<file path="config.mk">
export PLATFORM = sky130hd
export DESIGN_NAME = extram_arbiter_flat
export DESIGN_NICKNAME = d
export VERILOG_FILES = /design/src/rtl/extram_arb_pkg.sv /design/src/rtl/extram_arb_if.sv /design/src/rtl/extram_arb_pick.sv /design/src/rtl/extram_arbiter.sv /design/src/flat_wrapper.sv
export SDC_FILE = /design/constraint.sdc
export NUM_CORES = 1
export LEC_CHECK = 0
export CAP_MARGIN = 20
export CORE_MARGIN = 10
export CORE_UTILIZATION = 35
export CTS_CLUSTER_DIAMETER = 60
export CTS_CLUSTER_SIZE = 24
export DETAILED_ROUTE_END_ITERATION = 16
export GPL_TIMING_DRIVEN = 0
export PLACE_DENSITY = 0.77
export SYNTH_ARGS = -nofsm -noshare
export SYNTH_HDL_FRONTEND = slang
export SYNTH_HIERARCHICAL = 1
export SYNTH_SLANG_ARGS = --single-unit
</file>
<file path="constraint.sdc">
create_clock -name clk -period 1.65 [get_ports clk]
set_input_delay 0.33 -clock clk [delete_from_list [all_inputs] [get_ports clk]]
set_output_delay 0.33 -clock clk [all_outputs]
set_load 0.02 [all_outputs]
</file>
<file path="src/rtl/extram_arb_pkg.sv">
// -----------------------------------------------------------------------------
// extram_arb_pkg
// Shared types and constants for the two-port external-RAM arbiter.
//   state_e      : arbiter FSM states (IDLE, ACCESS, RESP)
//   CNT_W        : width of the read-latency counter (READ_LATENCY <= 15)
//   GNT_CPU/DMA  : grant identifiers for port 0 (CPU) and port 1 (DMA)
//   access_count : counter preload for a new transaction
// -----------------------------------------------------------------------------
package extram_arb_pkg;

    localparam int unsigned CNT_W = 4;

    typedef enum logic [1:0] {
        IDLE   = 2'd0,
        ACCESS = 2'd1,
        RESP   = 2'd2
    } state_e;

    localparam logic GNT_CPU = 1'b0;
    localparam logic GNT_DMA = 1'b1;

    // Writes occupy a single ACCESS cycle; reads hold ACCESS for the RAM latency.
    function automatic logic [CNT_W-1:0] access_count(input logic        is_write,
                                                       input int unsigned lat);
        logic [CNT_W-1:0] cnt;
        cnt = is_write ? '0 : CNT_W'(lat - 1);
        return cnt;
    endfunction

endpackage

</file>
<file path="src/rtl/extram_arb_if.sv">
// -----------------------------------------------------------------------------
// extram_arb_if
// Bundles both requester ports (m0 = CPU, m1 = DMA) and the external-RAM pins.
//   m0_valid/addr/wdata/wstrb : CPU request, wstrb==0 means read
//   m0_ready/rdata            : CPU one-cycle completion pulse and read data
//   m1_*                      : same for the DMA engine
//   extram_a/d_out/cs/oe/wstrb: RAM address, write data and strobes
//   extram_d_in               : RAM read data
// Modports:
//   slave  : arbiter view (requests in, completions and RAM strobes out)
//   master : environment view (requesters plus the RAM device)
// -----------------------------------------------------------------------------
interface extram_arb_if #(
    parameter int unsigned ADDR_W = 16
);

    logic              m0_valid;
    logic [ADDR_W-1:0] m0_addr;
    logic [31:0]       m0_wdata;
    logic [3:0]        m0_wstrb;
    logic              m0_ready;
    logic [31:0]       m0_rdata;

    logic              m1_valid;
    logic [ADDR_W-1:0] m1_addr;
    logic [31:0]       m1_wdata;
    logic [3:0]        m1_wstrb;
    logic              m1_ready;
    logic [31:0]       m1_rdata;

    logic [ADDR_W-1:0] extram_a;
    logic [31:0]       extram_d_out;
    logic [31:0]       extram_d_in;
    logic              extram_cs;
    logic              extram_oe;
    logic [3:0]        extram_wstrb;

    modport slave (
        input  m0_valid, m0_addr, m0_wdata, m0_wstrb,
        input  m1_valid, m1_addr, m1_wdata, m1_wstrb,
        input  extram_d_in,
        output m0_ready, m0_rdata, m1_ready, m1_rdata,
        output extram_a, extram_d_out, extram_cs, extram_oe, extram_wstrb
    );

    modport master (
        output m0_valid, m0_addr, m0_wdata, m0_wstrb,
        output m1_valid, m1_addr, m1_wdata, m1_wstrb,
        output extram_d_in,
        input  m0_ready, m0_rdata, m1_ready, m1_rdata,
        input  extram_a, extram_d_out, extram_cs, extram_oe, extram_wstrb
    );

endinterface

</file>
<file path="src/rtl/extram_arb_pick.sv">
// -----------------------------------------------------------------------------
// extram_arb_pick
// Combinational winner selection for the extram arbiter.
// Ports:
//   m0_valid   in  CPU request pending
//   m1_valid   in  DMA request pending
//   last_grant in  grant id of the most recently completed transaction
//   any_valid  out at least one request pending
//   grant      out winning port (GNT_CPU / GNT_DMA), meaningful when any_valid
// Build option:
//   EXTRAM_ARB_ROUND_ROBIN_EN defined   : on contention grant the port that did
//                                         not win last time
//   EXTRAM_ARB_ROUND_ROBIN_EN undefined : fixed priority, DMA beats CPU
// -----------------------------------------------------------------------------
module extram_arb_pick
    import extram_arb_pkg::*;
(
    input  logic m0_valid,
    input  logic m1_valid,
    input  logic last_grant,
    output logic any_valid,
    output logic grant
);

`ifdef EXTRAM_ARB_ROUND_ROBIN_EN
    always_comb begin
        any_valid = m0_valid | m1_valid;
        grant     = GNT_CPU;
        if (m0_valid && m1_valid) begin
            grant = ~last_grant;
        end else if (m1_valid) begin
            grant = GNT_DMA;
        end
    end
`else
    // History is tracked by the FSM in both builds but only consumed by round robin.
    logic unused_last_grant;
    assign unused_last_grant = last_grant;

    always_comb begin
        any_valid = m0_valid | m1_valid;
        grant     = m1_valid ? GNT_DMA : GNT_CPU;
    end
`endif

endmodule

</file>
<file path="src/rtl/extram_arbiter.sv">
// -----------------------------------------------------------------------------
// extram_arbiter
// Shares one external-RAM port between the CPU (m0) and a DMA engine (m1).
// A granted request is registered in IDLE, presented to the RAM for one cycle
// (write) or READ_LATENCY cycles (read), then completed with a one-cycle ready
// pulse carrying the captured read data (zero for writes).
// Parameters:
//   READ_LATENCY : cycles from address/oe to valid extram_d_in (1..15)
//   ADDR_W       : external-RAM word-address width
// Ports:
//   clk  in  system clock, rising edge
//   nrst in  synchronous active-low reset
//   bus  --  extram_arb_if.slave: both requester ports and the RAM pins
//   busy out FSM not in IDLE
// Build option: EXTRAM_ARB_ROUND_ROBIN_EN (see extram_arb_pick).
// -----------------------------------------------------------------------------
module extram_arbiter
    import extram_arb_pkg::*;
#(
    parameter int unsigned READ_LATENCY = 1,
    parameter int unsigned ADDR_W       = 16
) (
    input  logic         clk,
    input  logic         nrst,
    extram_arb_if.slave  bus,
    output logic         busy
);

    state_e            state_q, state_d;
    logic [CNT_W-1:0]  cnt_q, cnt_d;
    logic              gnt_q, gnt_d;
    logic              last_grant_q, last_grant_d;
    logic [ADDR_W-1:0] addr_q, addr_d;
    logic [31:0]       wdata_q, wdata_d;
    logic [3:0]        wstrb_q, wstrb_d;
    logic [31:0]       rdata_q, rdata_d;

    logic              any_valid;
    logic              pick_grant;
    logic [3:0]        sel_wstrb;

    extram_arb_pick u_pick (
        .m0_valid   (bus.m0_valid),
        .m1_valid   (bus.m1_valid),
        .last_grant (last_grant_q),
        .any_valid  (any_valid),
        .grant      (pick_grant)
    );

    assign sel_wstrb = (pick_grant == GNT_DMA) ? bus.m1_wstrb : bus.m0_wstrb;

    always_ff @(posedge clk) begin
        if (!nrst) begin
            state_q      <= IDLE;
            cnt_q        <= '0;
            gnt_q        <= GNT_CPU;
            last_grant_q <= GNT_CPU;
            addr_q       <= '0;
            wdata_q      <= '0;
            wstrb_q      <= '0;
            rdata_q      <= '0;
        end else begin
            state_q      <= state_d;
            cnt_q        <= cnt_d;
            gnt_q        <= gnt_d;
            last_grant_q <= last_grant_d;
            addr_q       <= addr_d;
            wdata_q      <= wdata_d;
            wstrb_q      <= wstrb_d;
            rdata_q      <= rdata_d;
        end
    end

    always_comb begin
        state_d      = state_q;
        cnt_d        = cnt_q;
        gnt_d        = gnt_q;
        last_grant_d = last_grant_q;
        addr_d       = addr_q;
        wdata_d      = wdata_q;
        wstrb_d      = wstrb_q;
        rdata_d      = rdata_q;

        bus.extram_cs    = 1'b0;
        bus.extram_oe    = 1'b0;
        bus.extram_wstrb = 4'h0;
        bus.extram_a     = '0;
        bus.extram_d_out = '0;
        bus.m0_ready     = 1'b0;
        bus.m0_rdata     = '0;
        bus.m1_ready     = 1'b0;
        bus.m1_rdata     = '0;

        unique case (state_q)
            IDLE: begin
                if (any_valid) begin
                    gnt_d   = pick_grant;
                    addr_d  = (pick_grant == GNT_DMA) ? bus.m1_addr  : bus.m0_addr;
                    wdata_d = (pick_grant == GNT_DMA) ? bus.m1_wdata : bus.m0_wdata;
                    wstrb_d = sel_wstrb;
                    cnt_d   = access_count(sel_wstrb != 4'h0, READ_LATENCY);
                    // Writes complete with zero data; reads overwrite this on capture.
                    rdata_d = '0;
                    state_d = ACCESS;
                end
            end

            ACCESS: begin
                bus.extram_cs    = 1'b1;
                bus.extram_a     = addr_q;
                bus.extram_d_out = wdata_q;
                if (wstrb_q != 4'h0) begin
                    bus.extram_wstrb = wstrb_q;
                end else begin
                    bus.extram_oe = 1'b1;
                end
                if (cnt_q == '0) begin
                    if (wstrb_q == 4'h0) begin
                        rdata_d = bus.extram_d_in;
                    end
                    state_d = RESP;
                end else begin
                    cnt_d = cnt_q - 1'b1;
                end
            end

            RESP: begin
                if (gnt_q == GNT_DMA) begin
                    bus.m1_ready = 1'b1;
                    bus.m1_rdata = rdata_q;
                end else begin
                    bus.m0_ready = 1'b1;
                    bus.m0_rdata = rdata_q;
                end
                last_grant_d = gnt_q;
                state_d      = IDLE;
            end

            default: begin
                state_d = IDLE;
            end
        endcase
    end

    assign busy = (state_q != IDLE);

endmodule

</file>
<file path="src/flat_wrapper.sv">
// flat-port wrapper written by rule: the top's interface ports become plain ports
module extram_arbiter_flat import extram_arb_pkg::*;
#(
    parameter int unsigned READ_LATENCY = 1,
    parameter int unsigned ADDR_W       = 16
)
  (clk, nrst, busy, bus_m0_valid, bus_m0_addr, bus_m0_wdata, bus_m0_wstrb, bus_m1_valid, bus_m1_addr, bus_m1_wdata, bus_m1_wstrb, bus_extram_d_in, bus_m0_ready, bus_m0_rdata, bus_m1_ready, bus_m1_rdata, bus_extram_a, bus_extram_d_out, bus_extram_cs, bus_extram_oe, bus_extram_wstrb);
  extram_arb_if #(.ADDR_W(ADDR_W)) bus_i ();
  input  logic clk;
  input  logic nrst;
  output logic busy;
  input wire logic [$bits(bus_i.m0_valid)-1:0] bus_m0_valid;
  input wire logic [$bits(bus_i.m0_addr)-1:0] bus_m0_addr;
  input wire logic [$bits(bus_i.m0_wdata)-1:0] bus_m0_wdata;
  input wire logic [$bits(bus_i.m0_wstrb)-1:0] bus_m0_wstrb;
  input wire logic [$bits(bus_i.m1_valid)-1:0] bus_m1_valid;
  input wire logic [$bits(bus_i.m1_addr)-1:0] bus_m1_addr;
  input wire logic [$bits(bus_i.m1_wdata)-1:0] bus_m1_wdata;
  input wire logic [$bits(bus_i.m1_wstrb)-1:0] bus_m1_wstrb;
  input wire logic [$bits(bus_i.extram_d_in)-1:0] bus_extram_d_in;
  output wire logic [$bits(bus_i.m0_ready)-1:0] bus_m0_ready;
  output wire logic [$bits(bus_i.m0_rdata)-1:0] bus_m0_rdata;
  output wire logic [$bits(bus_i.m1_ready)-1:0] bus_m1_ready;
  output wire logic [$bits(bus_i.m1_rdata)-1:0] bus_m1_rdata;
  output wire logic [$bits(bus_i.extram_a)-1:0] bus_extram_a;
  output wire logic [$bits(bus_i.extram_d_out)-1:0] bus_extram_d_out;
  output wire logic [$bits(bus_i.extram_cs)-1:0] bus_extram_cs;
  output wire logic [$bits(bus_i.extram_oe)-1:0] bus_extram_oe;
  output wire logic [$bits(bus_i.extram_wstrb)-1:0] bus_extram_wstrb;
  assign bus_i.m0_valid = bus_m0_valid;
  assign bus_i.m0_addr = bus_m0_addr;
  assign bus_i.m0_wdata = bus_m0_wdata;
  assign bus_i.m0_wstrb = bus_m0_wstrb;
  assign bus_i.m1_valid = bus_m1_valid;
  assign bus_i.m1_addr = bus_m1_addr;
  assign bus_i.m1_wdata = bus_m1_wdata;
  assign bus_i.m1_wstrb = bus_m1_wstrb;
  assign bus_i.extram_d_in = bus_extram_d_in;
  assign bus_m0_ready = bus_i.m0_ready;
  assign bus_m0_rdata = bus_i.m0_rdata;
  assign bus_m1_ready = bus_i.m1_ready;
  assign bus_m1_rdata = bus_i.m1_rdata;
  assign bus_extram_a = bus_i.extram_a;
  assign bus_extram_d_out = bus_i.extram_d_out;
  assign bus_extram_cs = bus_i.extram_cs;
  assign bus_extram_oe = bus_i.extram_oe;
  assign bus_extram_wstrb = bus_i.extram_wstrb;
  extram_arbiter #(.READ_LATENCY(READ_LATENCY), .ADDR_W(ADDR_W)) u_core (.clk(clk), .nrst(nrst), .bus(bus_i), .busy(busy));
endmodule
</file>
## Word-level counts from Yosys, hierarchy flattened

Cells that the tools add are included.

| cells by class | value |
|---|---|
| $add $sub $neg | 1 |
| equality and inequality tests | 6 |
| multiplexer cells | 29 |
| bitwise logic cells | 1 |
| reduce and logical (&&, ||, !) cells | 10 |

Operator list:

| cell | number |
|---|---|
| $mux W32 | 9 |
| $pmux W32 S2 | 1 |
| $mux W16 | 2 |
| $mux W4 | 5 |
| $logic_not A4 Y1 | 2 |
| $mux W1 | 8 |
| $pmux W4 S2 | 1 |
| $ne A2 B1 Y1 const B | 3 |
| $mux W2 | 2 |
| $pmux W2 S2 | 1 |
| $reduce_and A2 Y1 | 2 |
| $reduce_and A4 Y1 | 1 |
| $reduce_bool A2 Y1 | 2 |
| $reduce_bool A4 Y1 | 1 |
| $sub A4 B1 Y4 const B | 1 |
| $reduce_and A3 Y1 | 1 |
| $eq A2 B1 Y1 const B | 1 |
| $eq A2 B2 Y1 const B | 1 |
| $logic_not A2 Y1 | 1 |
| $ne A2 B2 Y1 const B | 1 |
| $or A1 B1 Y1 | 1 |

| storage, ports and cells | value |
|---|---|
| flip-flop bits (word level) | 91 |
| bits of input ports | 140 |
| output and inout bits | 121 |
| word-level logic and storage cells | 54 |

## Depth between registers and ports, before layout

Gate-level depths: netlist of run 1.

| logic depth | value |
|---|---|
| depth after elaboration | 4 |
| mapped depth | 7 |
| gate-level depth less buffers | 5 |

## By module

The synthesis of run 1 kept the hierarchy.

Modules (own cells, without submodules):

| module | times used | cells each | area each (µm²) | sequential area each (µm²) |
|---|---|---|---|---|
| extram_arbiter | 1 | 553 | 4697.0 | 1841.8 |
| extram_arb_pick | 1 | 2 | 13.8 | 0.0 |

## Least setup slack after synthesis of run 1

Ideal clock, no wire load.

| path | value |
|---|---|
| path type | register to register |
| start point | reg u_core.wstrb_q[3] |
| end point | reg u_core.rdata_q[10] |
| library setup time | 74 ps |
| arrival time | 1736 ps |
| data required time | 1576 ps |
| path slack | -160 ps |
| stages on the path, launching flop included | 6 |
| path buffers | 2 |
| clock period less this slack | 1810 ps |
| cell sequence | dfxtp_1 -> or4_4 -> or4_1 -> buf_2 -> buf_6 -> o22ai_2 |

| on the way | value |
|---|---|
| cells in the longest elaborated chain, start to end | 3 |

RTL lines:

| item | RTL line | text |
|---|---|---|
| start, declared | extram_arbiter.sv:35 | `logic [3:0] wstrb_q, wstrb_d;` |
| start signal, assigned | extram_arbiter.sv:69 | `wstrb_q <= wstrb_d;` |
| $logic_not A4 Y1 | extram_arbiter.sv:118 | `if (wstrb_q == 4'h0) begin` |
| $ne A2 B1 Y1 (no source line) | -- |  |
| $reduce_and A4 Y1 (no source line) | -- |  |
| end signal, assigned | extram_arbiter.sv:70 | `rdata_q <= rdata_d;` |
| end, declared | extram_arbiter.sv:36 | `logic [31:0] rdata_q, rdata_d;` |

No other way between the ends.
A chain may end at the register's enable or synchronous reset.

## Final worst setup path of run 1

| path | value |
|---|---|
| start point | reg u_core.state_q[0] |
| end point | out bus_m1_rdata[22] |

| on the way | value |
|---|---|
| cells in the longest elaborated chain, start to end | 2 |

RTL lines:

| item | RTL line | text |
|---|---|---|
| start, declared | extram_arbiter.sv:29 | `state_e state_q, state_d;` |
| start signal, assigned | extram_arbiter.sv:63 | `state_q <= state_d;` |
| $eq A2 B2 Y1 | extram_arbiter.sv:94 | `unique case (state_q)` |
| $mux W32 | extram_arbiter.sv:94 |  |
| end, declared | flat_wrapper.sv:24 | `output wire logic [$bits(bus_i.m1_rdata)-1:0] bus_m1_rdata;` |

No other way between the ends.

==> impl_metrics.yaml, run 1 <==
routing:
  drtIter0Drc: 192
  route.detailed.drc: 0
  vias: 5397
  drt_first_pass_iters: 4
  routed_wl_um: 22000
  avgViaCountPerCell: 5.11
  ant_nets: 0
  wl_per_cell_um: 20.8
power_and_ir_drop:
  leakage_nw: 4.19
  combPwrFrac_pct: 46.4
  seqPwrFrac_pct: 31.5
  switching_share_pct: 33.1
  ir_worst_vdd_mv: 0.496
  power_switching_w: 0.00283
  total_power_w: 0.00854
  clkPwrFrac_pct: 22.1
  power_density_nw_per_um2: 890
  p_int_w: 0.00571
final_layout:
  syn_to_final_growth_pct: 105
  multi_input_area_um2: 3270
  seqCellArea_um2: 1830
  final_nets: 1018
  fillers: 915
  drive_above_1_share_pct: 47.2
  antenna_cells: 0
floorplanning:
  pin_count: 261
  core_um2: 13200
  die_h_um: 136
  start_util_pct: 35.5
  die_w_um: 136
  rows: 42
  die_area_um2: 18400
global_route:
  grt_overflow: 0
  antenna_found_initial: 0
  grt_pass1_vias: 5727
  grt_pass1_wl_um: 30900
  grt.total_usage_pct: 21.2
  grt_max_degree: 14
critical_path:
  cp.required_ns: 1.32
  cp-start-kind: "flip-flop"
  crit_fanout: 5
  cp-end-kind: "output pin"
  arrival_ns: 1.64
  critPathKind: "reg2out"
placed_design:
  hpwlAfterDp_um: 14900
  port_buffers: 260
  gp_congestion: 0.907
yosys:
  syn_avg_cell_area_um2: 8.48
  yosysWarnings: 6
  synthesis.nets: 694
  syn_inst: 552
  synth_area_um2: 4680
timing:
  setup_tns_ns: -36.07
  skew_ns: 0.00981
  fin_ws_ns: -0.316
  setup_viol: 190
  rsz0062_at_grt: "yes"
  worstMarginPinSlew_ns: 0.713
  slew_headroom_pct: 52.5
  fin_crit_ns: 1.97
  slew_violations: 0
  fmax_mhz: 509
  post-route-period-util_pct: 119
  hold_viol_final: 0
flow_run:
  maxCapViolCount: 0
cts:
  clock-sinks: 91
  htree_levels: 3
  cts_buffer_depth: 2
  clk_latency_ns: 0.34
  cts_root_buffer: "clkbuf_16"
  clkTransAtPathRegs_ns: 0.07
  cts_buffers: 9
  cts_tree: "yes"
worst_hold_path:
  min_path_type: "reg2reg"
status:
  violations: "negative setup slack"
  status: "finished with violations"
[power by group through the flow]
stage / Sequential, W / Clock [W] / Combinational (W)
4_1_cts: 0.00266 / 0.00191 / 0.00338
5_1_grt: 0.00271 / 0.00200 / 0.00419
3_3_place_gp: 0.00266 / 0 / 0.00230
6_report: 0.00269 / 0.00189 / 0.00396
2_1_floorplan: 0.00262 / 0 / 0.00135
3_5_place_dp: 0.00268 / 0 / 0.00236
[critical path, stage by stage (launching register included)]
cell and delay, ns:
dfxtp_2 0.33, buf_8 0.12, and3b_2 0.37, clkbuf_8 0.21, and2_4 0.15, buf_6 0.11
[through the flow]
| stage | hold WS, ns | area (µm²) | cells | setup slack [ns] | utilization, % |
|---|---|---|---|---|---|
| floorplan | 0.450 | 4710 | 552 | -0.159 | - |
| global placement | 0.465 | 7530 | 988 | -1.07 | 57.1 |
| detailed placement | 0.471 | 7530 | 988 | -1.11 | 57.1 |
| CTS | 0.487 | 9060 | 1045 | -0.304 | 68.7 |
| global route | 0.520 | 9600 | 1056 | -0.336 | 72.8 |
| finish | 0.496 | 9600 | 1056 | -0.316 | 72.8 |
[repair_timing]
action,CTS,global route
setup buffers,30,8
pin swaps,116,28
cloned,16,4
endpoints found under the setup margin,210,209
resized for setup,951,113
hold buffers,0,0
[cell type report]
type / instances / area share [%]
repair inverters: 1 / 0.117
multi-input cells: 404 / 34.1
clock inverters: 2 / 0.130
flip-flops and latches: 91 / 19.1
inverters: 6 / 0.365
clock buffers: 13 / 2.61
well taps: 176 / 2.29
plain buffers: 47 / 5.07
repair buffers: 316 / 36.3
[layout by cell type, fill, tap and decap left out, types with 18 or more instances in the layout]
cell type / instances
buf_6: 150
clkdlybuf4s50_1: 137
and2_4: 110
dfxtp_1: 87
nand2_1: 72
mux2i_1: 53
nor2_1: 45
o22ai_2: 31
a211oi_2: 24
buf_8: 23
a211oi_1: 18
[final timing paths]
| path | start | end | slack [ns] | depth (start not counted) |
|---|---|---|---|---|
| worst min register to register | u_core/wdata_q[13]$_SDFFE_PN0P_ | u_core/wdata_q[13]$_SDFFE_PN0P_ | 0.50 | 2 |
| worst max register to register | u_core/wstrb_q[2]$_SDFFE_PN0P_ | u_core/rdata_q[6]$_SDFFE_PN0P_ | -0.30 | 4 |
| worst min-delay path | u_core/wdata_q[13]$_SDFFE_PN0P_ | u_core/wdata_q[13]$_SDFFE_PN0P_ | 0.50 | 2 |
| worst max-delay path | u_core/state_q[0]$_SDFFE_PN0P_ | bus_m1_rdata[22] | -0.32 | 5 |
[flip-flops by register name, indices dropped and copies added, names as in the netlist]
register        flops
u_core/addr_q      16
u_core/wstrb_q      4
u_core/state_q      2
u_core/gnt_q        1
u_core/wdata_q     32
u_core/rdata_q     32
u_core/cnt_q        4
[metal layers]
layer / vias to the layer above / global-route usage, % / wire (µm)
li1: 2530 / - / -
met2: 263 / 37.6 / 11000
met4: 0 / 6.88 / 431
met5: - / 0 / 0
met3: 29 / 9.42 / 2520
met1: 2575 / 21.9 / 7990
Power figures use the tool's default switching activity.
==> run 2: changes to the inputs <==
Settings changed: HOLD_SLACK_MARGIN from default to 0.02.
==> results of run 2 <==
Final layout, timing and power as in run 1 (identical DEF).
==> RTL edit (flow settings as in run 2) <==
`CNT_W`: 4 -> 6.
--- a/src/rtl/extram_arb_pkg.sv
+++ b/src/rtl/extram_arb_pkg.sv
@@ -10,3 +10,3 @@
 
-    localparam int unsigned CNT_W = 4;
+    localparam int unsigned CNT_W = 6;
 
Check against the original RTL: same outputs for any inputs over 10 cycles, from zero or initial values and one cycle with nrst low; that may be too few to reach the edited logic, so the function may still have changed.
==> RTL edit against run 2 <==
The flow still finishes with violations (negative setup slack). Combinational power is 58% higher. Final area decreased by 6.2%. Utilization shrank 4.2 points. Largest power group unchanged. Count of clock-buffer cells in the layout decreased by 2. Largest cell class unchanged. Routed wire length fell by 10%. Area after synthesis is 0.88% lower. Sequential cell count rose by 2. Worst hold slack lost 0.018 ns. First-iteration DRC count rose by 31%. Total power grew 37%. Setup slack better by 0.11 ns.
==> RTL edit: results (changes against run 2) <==
Setup path
  • Critical path's slowest cell: dfxtp_4 (was and3b_2)
  • FF-to-FF path depth: 7 (was 4)
  • Critical path peak fanout: 8 (was 5)
  • Critical Path End: bus_m0_rdata[20] (was bus_m1_rdata[22])
  • Data arrival, critical path: 1.52 ns (was 1.64 ns)
  • CP peak stage delay: 0.35 ns (was 0.37 ns)

Final layout
  • Area of the multi-input gates: 2970 sq um (was 3270 sq um)
  • Finished Layout Cells: 1044 (was 1056)
  • Fill count: 1010 (was 915)
  • Layout cell share with drive strength beyond 1: 40.3% (was 47.2%)

Timing
  • Total negative slack: -17.93 ns (was -36.07 ns)
  • Hold slack final: 0.478 ns (was 0.496 ns)
  • Final setup margin: -0.203 ns (was -0.316 ns)
  • Final setup viols: 120 (was 190)

Detailed routing
  • Metal2 WL: 9500 um (was 11000 um)
  • Iter 0 DRT Violations: 251 (was 192)
  • WL met3: 2340 um (was 2520 um)
  • Drt via density: 4.93 (was 5.11)

Outcome
  • Violated checks: negative setup slack (unchanged)
  • Status: finished, violations left (unchanged)

Power
  • Comb power: 6260 uW (was 3960 uW)
  • Leakage: 0.00389 uW (was 0.00419 uW)
  • Maximum vdd ir drop: 0.694 mV (was 0.496 mV)

Global route
  • Global-route track usage on met3: 9.12% (was 9.42%)
  • GR Layer Usage met1: 21.0% (was 21.9%)
  • First-pass GRT wire length: 28300 um (was 30900 um)
  • Number of global-route vias before repair: 5196 (was 5727)
  • Gr usage total: 19.6% (was 21.2%)

Place
  • Detailed Place HPWL: 14100 um (was 14900 um)
  • RD Place Congestion: 0.815 (was 0.907)

Synthesis
  • Mean area per synthesized cell: 8.26 sq um (was 8.48 sq um)

Min path
  • Hold Crit Start: u_core/rdata_q[0]$_SDFFE_PN0P_ (was u_core/wdata_q[13]$_SDFFE_PN0P_)
RTL edit: through the flow:
stage,power (uW),worst slack [ns]
5_1_grt,12500,-0.267
2_1_floorplan,5690,-0.0168
6_report,11700,-0.203
4_1_cts,10900,-0.228
3_5_place_dp,7510,-1.06
3_3_place_gp,7450,-1.02
RTL edit: repair_timing:
action / 4_1_cts / 5_1_grt
endpoints found under the setup margin: 210 / 203
gates cloned: 8 / 4
pin swaps: 36 / 11
gates resized for setup: 841 / 168
hold buffers: 0 / 0
buffers inserted: 11 / 9
RTL edit: final cells by class:
class | instances | share of cell area [%]
clock inverter | 5 | 0.917
clock buffer | 11 | 2.81
timing repair buffer | 291 | 34.5
tap | 176 | 2.45
multi-input combinational | 413 | 33.0
inverter | 6 | 0.250
buffer | 49 | 5.28
sequential | 93 | 20.8
RTL edit: worst max-delay path, delay by kind of cell, from the launching register on:
kind / cells / cell delay, ns
flip-flops: 1 / 0.35
AND/OR/NAND/NOR: 3 / 0.44
buffers and inverters: 3 / 0.39
